--- config.mk ---
export PLATFORM = sky130hd
export DESIGN_NAME = simon_sequencer
export DESIGN_NICKNAME = d
export VERILOG_FILES = /design/src/rtl/simon_sequencer_pkg.sv /design/src/rtl/simon_sequencer_phase_timer.sv /design/src/rtl/simon_sequencer.sv
export SDC_FILE = /design/constraint.sdc
export NUM_CORES = 1
export LEC_CHECK = 0
export CAP_MARGIN = 20
export CORE_UTILIZATION = 60
export CTS_CLUSTER_SIZE = 14
export DETAILED_ROUTE_END_ITERATION = 10
export PLACE_DENSITY_LB_ADDON = 0.08
export REMOVE_ABC_BUFFERS = 1
export SYNTH_ARGS = -nofsm -noshare
export SYNTH_HDL_FRONTEND = slang
export SYNTH_SLANG_ARGS = --single-unit
--- constraint.sdc ---
create_clock -name clk -period 6.9 [get_ports clk]
set_clock_uncertainty 0.1 [all_clocks]
set_input_delay 0.69 -clock clk [delete_from_list [all_inputs] [get_ports clk]]
set_output_delay 0.69 -clock clk [all_outputs]
set_load 0.05 [all_outputs]
--- src/rtl/simon_sequencer_pkg.sv ---
// Shared definitions for the pattern-memory game round controller:
// FSM state encoding, code/level widths and a small sizing helper.
package game_defs;

  localparam int CODE_W  = 3;
  localparam int LEVEL_W = 5;

  typedef enum logic [2:0] {
    S_IDLE,
    S_APPEND,
    S_SHOW_ON,
    S_SHOW_GAP,
    S_INPUT,
    S_FAIL,
    S_WIN
  } state_t;

  function automatic int max3(input int a, input int b, input int c);
    int m;
    m = (a > b) ? a : b;
    return (m > c) ? m : c;
  endfunction

endpackage

--- src/rtl/simon_sequencer_phase_timer.sv ---
// Loadable down-counter shared by the show, gap and input-timeout phases.
// done is high while the count sits at zero, i.e. on the last cycle of a phase.
module simon_sequencer_phase_timer #(
  parameter int W = 6
) (
  input  logic         clk,
  input  logic         rst,
  input  logic         load,
  input  logic [W-1:0] value,
  output logic         done
);

  logic [W-1:0] count;

  always_ff @(posedge clk) begin
    if (rst)
      count <= '0;
    else if (load)
      count <= value;
    else if (count != '0)
      count <= count - W'(1);
  end

  assign done = (count == '0);

endmodule

--- src/rtl/simon_sequencer.sv ---
// Simon round controller: appends a random code each round, plays the
// sequence back, then checks button presses against it under a timeout.
module simon_sequencer
  import game_defs::*;
#(
  parameter int MAX_LEN        = 16,
  parameter int SHOW_CYCLES    = 4,
  parameter int GAP_CYCLES     = 2,
  parameter int TIMEOUT_CYCLES = 64
) (
  input  logic               clk,
  input  logic               rst,
  input  logic               start,
  input  logic [CODE_W-1:0]  rnd,
  input  logic               btn_valid,
  input  logic [CODE_W-1:0]  btn_code,
  output logic               show_valid,
  output logic [CODE_W-1:0]  show_code,
  output logic               await_input,
  output logic [LEVEL_W-1:0] level,
  output logic               game_over,
  output logic               win
);

  localparam int IDX_W = $clog2(MAX_LEN);
  // The timer is loaded with (phase length - 1), so the widest phase fits in CNT_W.
  localparam int CNT_W = $clog2(max3(SHOW_CYCLES, GAP_CYCLES, TIMEOUT_CYCLES));

  localparam logic [CNT_W-1:0] SHOW_LOAD    = CNT_W'(SHOW_CYCLES - 1);
  localparam logic [CNT_W-1:0] GAP_LOAD     = CNT_W'(GAP_CYCLES - 1);
  localparam logic [CNT_W-1:0] TIMEOUT_LOAD = CNT_W'(TIMEOUT_CYCLES - 1);

  state_t              state;
  logic [LEVEL_W-1:0]  idx;
  logic [IDX_W-1:0]    idx_lo;
  logic [CODE_W-1:0]   seq_buf [2**IDX_W];
  logic                last;
  logic                press_ok;
  logic                tmr_load;
  logic [CNT_W-1:0]    tmr_value;
  logic                tmr_done;

  assign idx_lo   = idx[IDX_W-1:0];
  assign last     = (idx == level - LEVEL_W'(1));
  assign press_ok = btn_valid && (btn_code == seq_buf[idx_lo]);

  simon_sequencer_phase_timer #(.W(CNT_W)) u_timer (
    .clk   (clk),
    .rst   (rst),
    .load  (tmr_load),
    .value (tmr_value),
    .done  (tmr_done)
  );

  // NOTE: defaults assigned first so no path through this block infers a latch.
  always_comb begin
    tmr_load  = 1'b0;
    tmr_value = '0;
    unique case (state)
      S_APPEND: begin
        tmr_load  = 1'b1;
        tmr_value = SHOW_LOAD;
      end
      S_SHOW_ON: if (tmr_done) begin
        tmr_load  = 1'b1;
        tmr_value = GAP_LOAD;
      end
      S_SHOW_GAP: if (tmr_done) begin
        tmr_load  = 1'b1;
        tmr_value = last ? TIMEOUT_LOAD : SHOW_LOAD;
      end
      S_INPUT: if (press_ok) begin
        tmr_load  = 1'b1;
        tmr_value = TIMEOUT_LOAD;
      end
      default: ;
    endcase
  end

  // NOTE: the sequence buffer is plain storage with no reset; every entry is
  // written in APPEND before any phase can read it.
  always_ff @(posedge clk) begin
    if (state == S_APPEND)
      seq_buf[level[IDX_W-1:0]] <= rnd;
  end

  always_ff @(posedge clk) begin
    if (rst) begin
      state       <= S_IDLE;
      idx         <= '0;
      level       <= '0;
      show_valid  <= 1'b0;
      show_code   <= '0;
      await_input <= 1'b0;
      game_over   <= 1'b0;
      win         <= 1'b0;
    end else begin
      unique case (state)
        S_IDLE: if (start) begin
          level <= '0;
          state <= S_APPEND;
        end
        S_APPEND: begin
          level      <= level + LEVEL_W'(1);
          idx        <= '0;
          show_valid <= 1'b1;
          // On the first round entry 0 is being written this very cycle.
          show_code  <= (level == '0) ? rnd : seq_buf[0];
          state      <= S_SHOW_ON;
        end
        S_SHOW_ON: if (tmr_done) begin
          show_valid <= 1'b0;
          show_code  <= '0;
          state      <= S_SHOW_GAP;
        end
        S_SHOW_GAP: if (tmr_done) begin
          if (last) begin
            idx         <= '0;
            await_input <= 1'b1;
            state       <= S_INPUT;
          end else begin
            idx        <= idx + LEVEL_W'(1);
            show_valid <= 1'b1;
            show_code  <= seq_buf[idx_lo + IDX_W'(1)];
            state      <= S_SHOW_ON;
          end
        end
        S_INPUT: begin
          if (btn_valid) begin
            if (press_ok) begin
              if (last) begin
                await_input <= 1'b0;
                if (level == LEVEL_W'(MAX_LEN)) begin
                  win   <= 1'b1;
                  state <= S_WIN;
                end else begin
                  state <= S_APPEND;
                end
              end else begin
                idx <= idx + LEVEL_W'(1);
              end
            end else begin
              await_input <= 1'b0;
              game_over   <= 1'b1;
              state       <= S_FAIL;
            end
          end else if (tmr_done) begin
            await_input <= 1'b0;
            game_over   <= 1'b1;
            state       <= S_FAIL;
          end
        end
        S_FAIL, S_WIN: if (start) begin
          level     <= '0;
          game_over <= 1'b0;
          win       <= 1'b0;
          state     <= S_APPEND;
        end
        default: state <= S_IDLE;
      endcase
    end
  end

endmodule

Word level (Yosys, flattened, before mapping)
Memories as Yosys holds them, arrays and structs flattened. A register that Yosys moved wholly into a read port is not among the register bits.
Index checks and enable logic that the tools add are counted.
Storage, ports and cells
  memories: 1
  input bits: 10
  latch bits: 0
  RAM bits: 48
  register bits after elaboration: 26
  logic and storage cells: 116
  ROM bits: 0
Cells by class
  reduce and logical (&&, ||, !) cells: 21
  eq/ne operators: 23
  add/sub/neg operators: 5
  shifts and indexed selects: 0
  $lt $le $gt $ge: 0
  mux-type cells: 57
  bitwise gates (word level): 0
  multiply operators: 0
  divide/modulo/power cells: 0
Memory list
  seq_buf: words 16, width 3, read ports 3, clocked after Yosys merged registers in 1, wr ports 1, RTL line simon_sequencer.sv:36  | logic [CODE_W-1:0] seq_buf [2**IDX_W];
Operators with widths (number)
  3-bit two-way mux: 13
  5-bit two-way mux: 6
  6-bit two-way mux: 5
  6-bit one-hot mux with 4 select lines: 1
  1-bit two-way mux: 21
  2-bit inequality test (second input constant): 10
  3-bit one-hot mux with 5 select lines: 1
  5-bit one-hot mux with 3 select lines: 1
  5-bit AND reduction: 3
  5-bit by 1-bit adder with 5-bit output (second input constant): 2
  5-bit one-hot mux with 2 select lines: 1
  3-bit equality test (second input constant): 3
  3-bit one-hot mux with 3 select lines: 1
  4-bit two-way mux: 2
  4-bit AND reduction: 2
  2-bit nonzero test: 4
  3-bit by 2-bit equality test with 1-bit output (second input constant): 2
  6-bit logical NOT: 1
  3-bit inequality test (second input constant): 2
  1-bit one-hot mux with 2 select lines: 3
  1-bit one-hot mux with 3 select lines: 2
  6-bit AND reduction: 1
  3-bit nonzero test: 2
  6-bit nonzero test: 1
  15 further kinds: 16

Logic depth before layout (Yosys ltp)
  word-level depth: 8
  depth in mapped cells: 9
  mapped depth without buffers: 9

By module
From an unflattened synthesis, not the netlist that was laid out.
Unflattened totals
  cells, all modules: 360
  area total of the unflattened synthesis: 4261.6 um^2
By module, submodules not included
  simon_sequencer: times used 1, seq. area each 1921.8 um^2, area each 3866.2 um^2, cells an instance 314
  simon_sequencer_phase_timer: times used 1, seq. area each 120.1 um^2, area each 395.4 um^2, cells an instance 46

Least setup slack after synthesis
Ideal clock, no wire load.
  path kind: register -> register
  start point: reg level[0]
  end point: reg state[1]
  setup slack: 4.108 ns
  cell stages (with the launch flop): 10
  arrival time: 2.613 ns
  clock period less this slack: 2.792 ns
  setup time: 0.079 ns
  required time: 6.721 ns
  cells stage by stage: dfxtp_1 > inv_1 > ha_1 > xnor2_1 > a211oi_1 > o211a_1 > a211oi_2 > and2_4 > a311o_1 > a211oi_2
Between the ends
  word-level cells in the longest chain between the ends: 6
Ends and longest elaborated chain
  from (decl): RTL line simon_sequencer.sv:20  | output logic [LEVEL_W-1:0] level,
  from (signal assigned): RTL line simon_sequencer.sv:104  | level <= level + LEVEL_W'(1);
  branches (longest 6 deep; another with 5-bit by 1-bit subtractor with 5-bit output)
  to (signal assigned): RTL line simon_sequencer.sv:101  | state <= S_APPEND;
  to (signal assigned): RTL line simon_sequencer.sv:135  | state <= S_WIN;
  to (signal assigned): RTL line simon_sequencer.sv:137  | state <= S_APPEND;
  to (decl): RTL line simon_sequencer.sv:33  | state_t state;
Parallel ways; which one is timed is not known. The select of a mux whose other input is x is not followed.
A chain may end at the register's enable or synchronous reset.

==> metrics.txt <==
run status finished, final reports clean; largest net degree at the start of global routing 23; Seq pwr share 40.1%; maximum VDD drop 0.000186 V; maximum clock insertion buffer count 2; TritonCTS clock tree built; area delta synth->final 9.30%; Syn Inst Count 387; Die ar. 7500 µm²; Hold EP win$_SDFFE_PP0P_; period utilisation layout 45.7%; normalized max-slew margin 33.5%; GR Layer Usage met3 7.52%; Routed wire per std cell 20.1 µm; Fin. Hold Viols 0; GRT busiest layer met1; Seq/Total Area, Yosys 47.6%; kind of critical path reg -> reg; initial antenna violation count 0; Antenna diodes 0; drt pass-1 iters 5; leakage power between 1.5 and 2 nW; power share of the combinational group 40.1%; largest area contributor in the synthesized netlist edfxtp_1; htree depth 3; Clk pwr share about a fifth; vias in the first global route 3,009; total clock sinks 78; vias per cell 6.30; Seq cells post-synth 78; final setup fails 0; switching share of power 40.3%; Routed Wire Length 10.1 mm; grt total ovfl 0; commonest non-fill, non-tap cell in the layout edfxtp_1; Fin Setup TNS 0 ns; final core occ 68.3%; Die X 86.6 µm; worst r2r path cells 7; reg2reg end u_timer.count[4]$_SDFFE_PP0P_; WHS Path Cells 2; total number of vias 3,148; Place WS 3.73 ns; Root Driver clkbuf_8; Rows 30; Clock Pin Slew Worst Setup and Hold Paths 0.08 ns; crit end category flop; # Post-CTS Setup Buffers 0; Worst Setup Slack, final 3.75 ns; Die Y 86.6 µm; count of cell types in the netlist 52; CTS hold repair buffers 0; max-cap viol count 0; pwr dens 343 nW/µm²; Slew @ Worst Pin 0.997 ns; Main synth FF type edfxtp_1; top post-synthesis cells by area edfxtp_1 (34%), dfxtp_1 (14%), mux4_2 (9.4%), mux2i_1 (8.4%), a21oi_1 (3.7%); Core ar. 6870 µm²; first-pass GRT wire length 16.1 mm; Ys Warns 0; critical path peak fanout 18; Final Power 1.61 mW; Global Route met1 Usage 44.5%; Buffers on Ports 21; Synth top area share between 30 and 40%; Hold Crit Start win$_SDFFE_PP0P_; Worst EP required 7.02 ns; switching pwr 648 µW; Num CTS Buffers 9; ANT nets after route 0; detailed router's first-iteration violation count 331; io pins 22; Slew Viols, Final 0; Final GP Congestion just over 0.8; post-route minimum period 3.15 ns; Max Clk Rate 317 MHz; post-DP HPWL between 7 and 8 mm; worst skew pair latency roughly 0.36 ns; Synth Cell Area 4290 µm²; post-CTS resize count 0; RSZ-0062 raised after global routing false; asr flop ratio synth 0%; EDFF count, synth 48; startpoint types flop; Residual DRC 0; GR Layer Usage met2 42.4%; Final #Nets 417; Hold Path Class reg -> reg; Internal 961 µW; Mapped Avg Cell Area 11.1 µm²; total track usage between 20% and 30%; commonest cells after routing, fill and taps aside edfxtp_1 (48), nor2_1 (38), nand2_1 (37), mux2i_1 (36), a21oi_1 (32); FF-to-FF setup slack between 3 and 4 ns; fraction of layout cells with a size suffix above 1 roughly a tenth; crit path DAT 3.27 ns; Starting Density 62.5%
-- area by class of cell --
type,count,area [µm²]
repair buffers,21,210
well taps,96,120
multi-input cells,283,2120
flip-flops and latches,78,2040
inverters,6,22.5
fillers,542,2180
clock inverters,7,52.6
clock buffers,9,124
-- through the flow --
step	hold WS [ns]	cells	instance area, µm²
3_5_place_dp	0.355	484	4520
3_3_place_gp	0.342	484	4520
4_1_cts	0.367	500	4690
6_report	0.362	500	4690
2_1_floorplan	0.354	367	4190
5_1_grt	0.398	500	4690
-- sequential cells by signal, summed over array words and instances, names as in the netlist, named ones only --
name	flops
await_input	1
idx	5
win	1
level	5
u_timer.count	6
show_valid	1
show_code	3
state	3
seq_buf	48
game_over	1
-- critical path, stage by stage (launching register included) --
cell	delay, ns
dfxtp_1	0.98
mux2i_1	0.17
mux4_2	0.53
mux2_1	0.32
o211a_2	0.17
nand3_4	0.14
a21boi_0	0.47
a21oi_1	0.13
-- how the worst max path moves through the flow --
stage / from / endpoint / slack (ns) / depth (start not counted)
4_1_cts: idx[0]$_SDFFE_PP0N_ / show_code[0]$_SDFFE_PP0P_ / 3.73 / 8
6_report: flop / u_timer.count[4]$_SDFFE_PP0P_ / 3.75 / 7
2_1_floorplan: level[0]$_SDFFE_PP0P_ / show_code[0]$_SDFFE_PP0P_ / 4.11 / 9
3_3_place_gp: idx[0]$_SDFFE_PP0N_ / show_code[0]$_SDFFE_PP0P_ / 3.80 / 8
3_5_place_dp: idx[0]$_SDFFE_PP0N_ / show_code[0]$_SDFFE_PP0P_ / 3.73 / 8
5_1_grt: idx[0]$_SDFFE_PP0N_ / show_code[0]$_SDFFE_PP0P_ / 3.44 / 8
-- power by group through the flow --
stage          Clock, mW  Sequential (mW)  Combinational [mW]
6_report           0.318            0.645               0.645
5_1_grt            0.339            0.657               0.705
4_1_cts            0.323            0.643               0.639
3_5_place_dp           0            0.654               0.633
3_3_place_gp           0            0.650               0.622
2_1_floorplan          0            0.677               0.442
-- cell usage after synthesis, drive strengths merged (6+ instances only) --
cell and number:
mux4 18, a21oi 32, ha 8, nand3 10, dfxtp 30, nor3 11
o21ai 16, clkbuf 12, edfxtp 48, inv 6, a211oi 7, nor2b 9
nand2b 7, buf 8, nor2 38, xor2 7, mux2i 36, nand2 37
xnor2 8
-- cells by family (layout without fill, tap and decap cells) --
kind of cell	count (synthesis)	after routing	share of synthesized area (%)
adders and majority gates	8	8	2.33
xor gates and xnor gates	15	15	3.06
muxes	56	56	18.4
DFF	78	78	47.6
and+or+nand+nor	124	124	13.7
buffers and inverters	26	43	3.03
AOI/OAI and AO/OA	80	80	11.9
-- layer usage --
layer	vias to the layer above	share of wire, %
li1	1463	-
met1	1538	47
met2	141	45
met3	6	7.8
met4	0	0.36
met5	-	0
No activity file was read; power rests on OpenSTA's default activity.
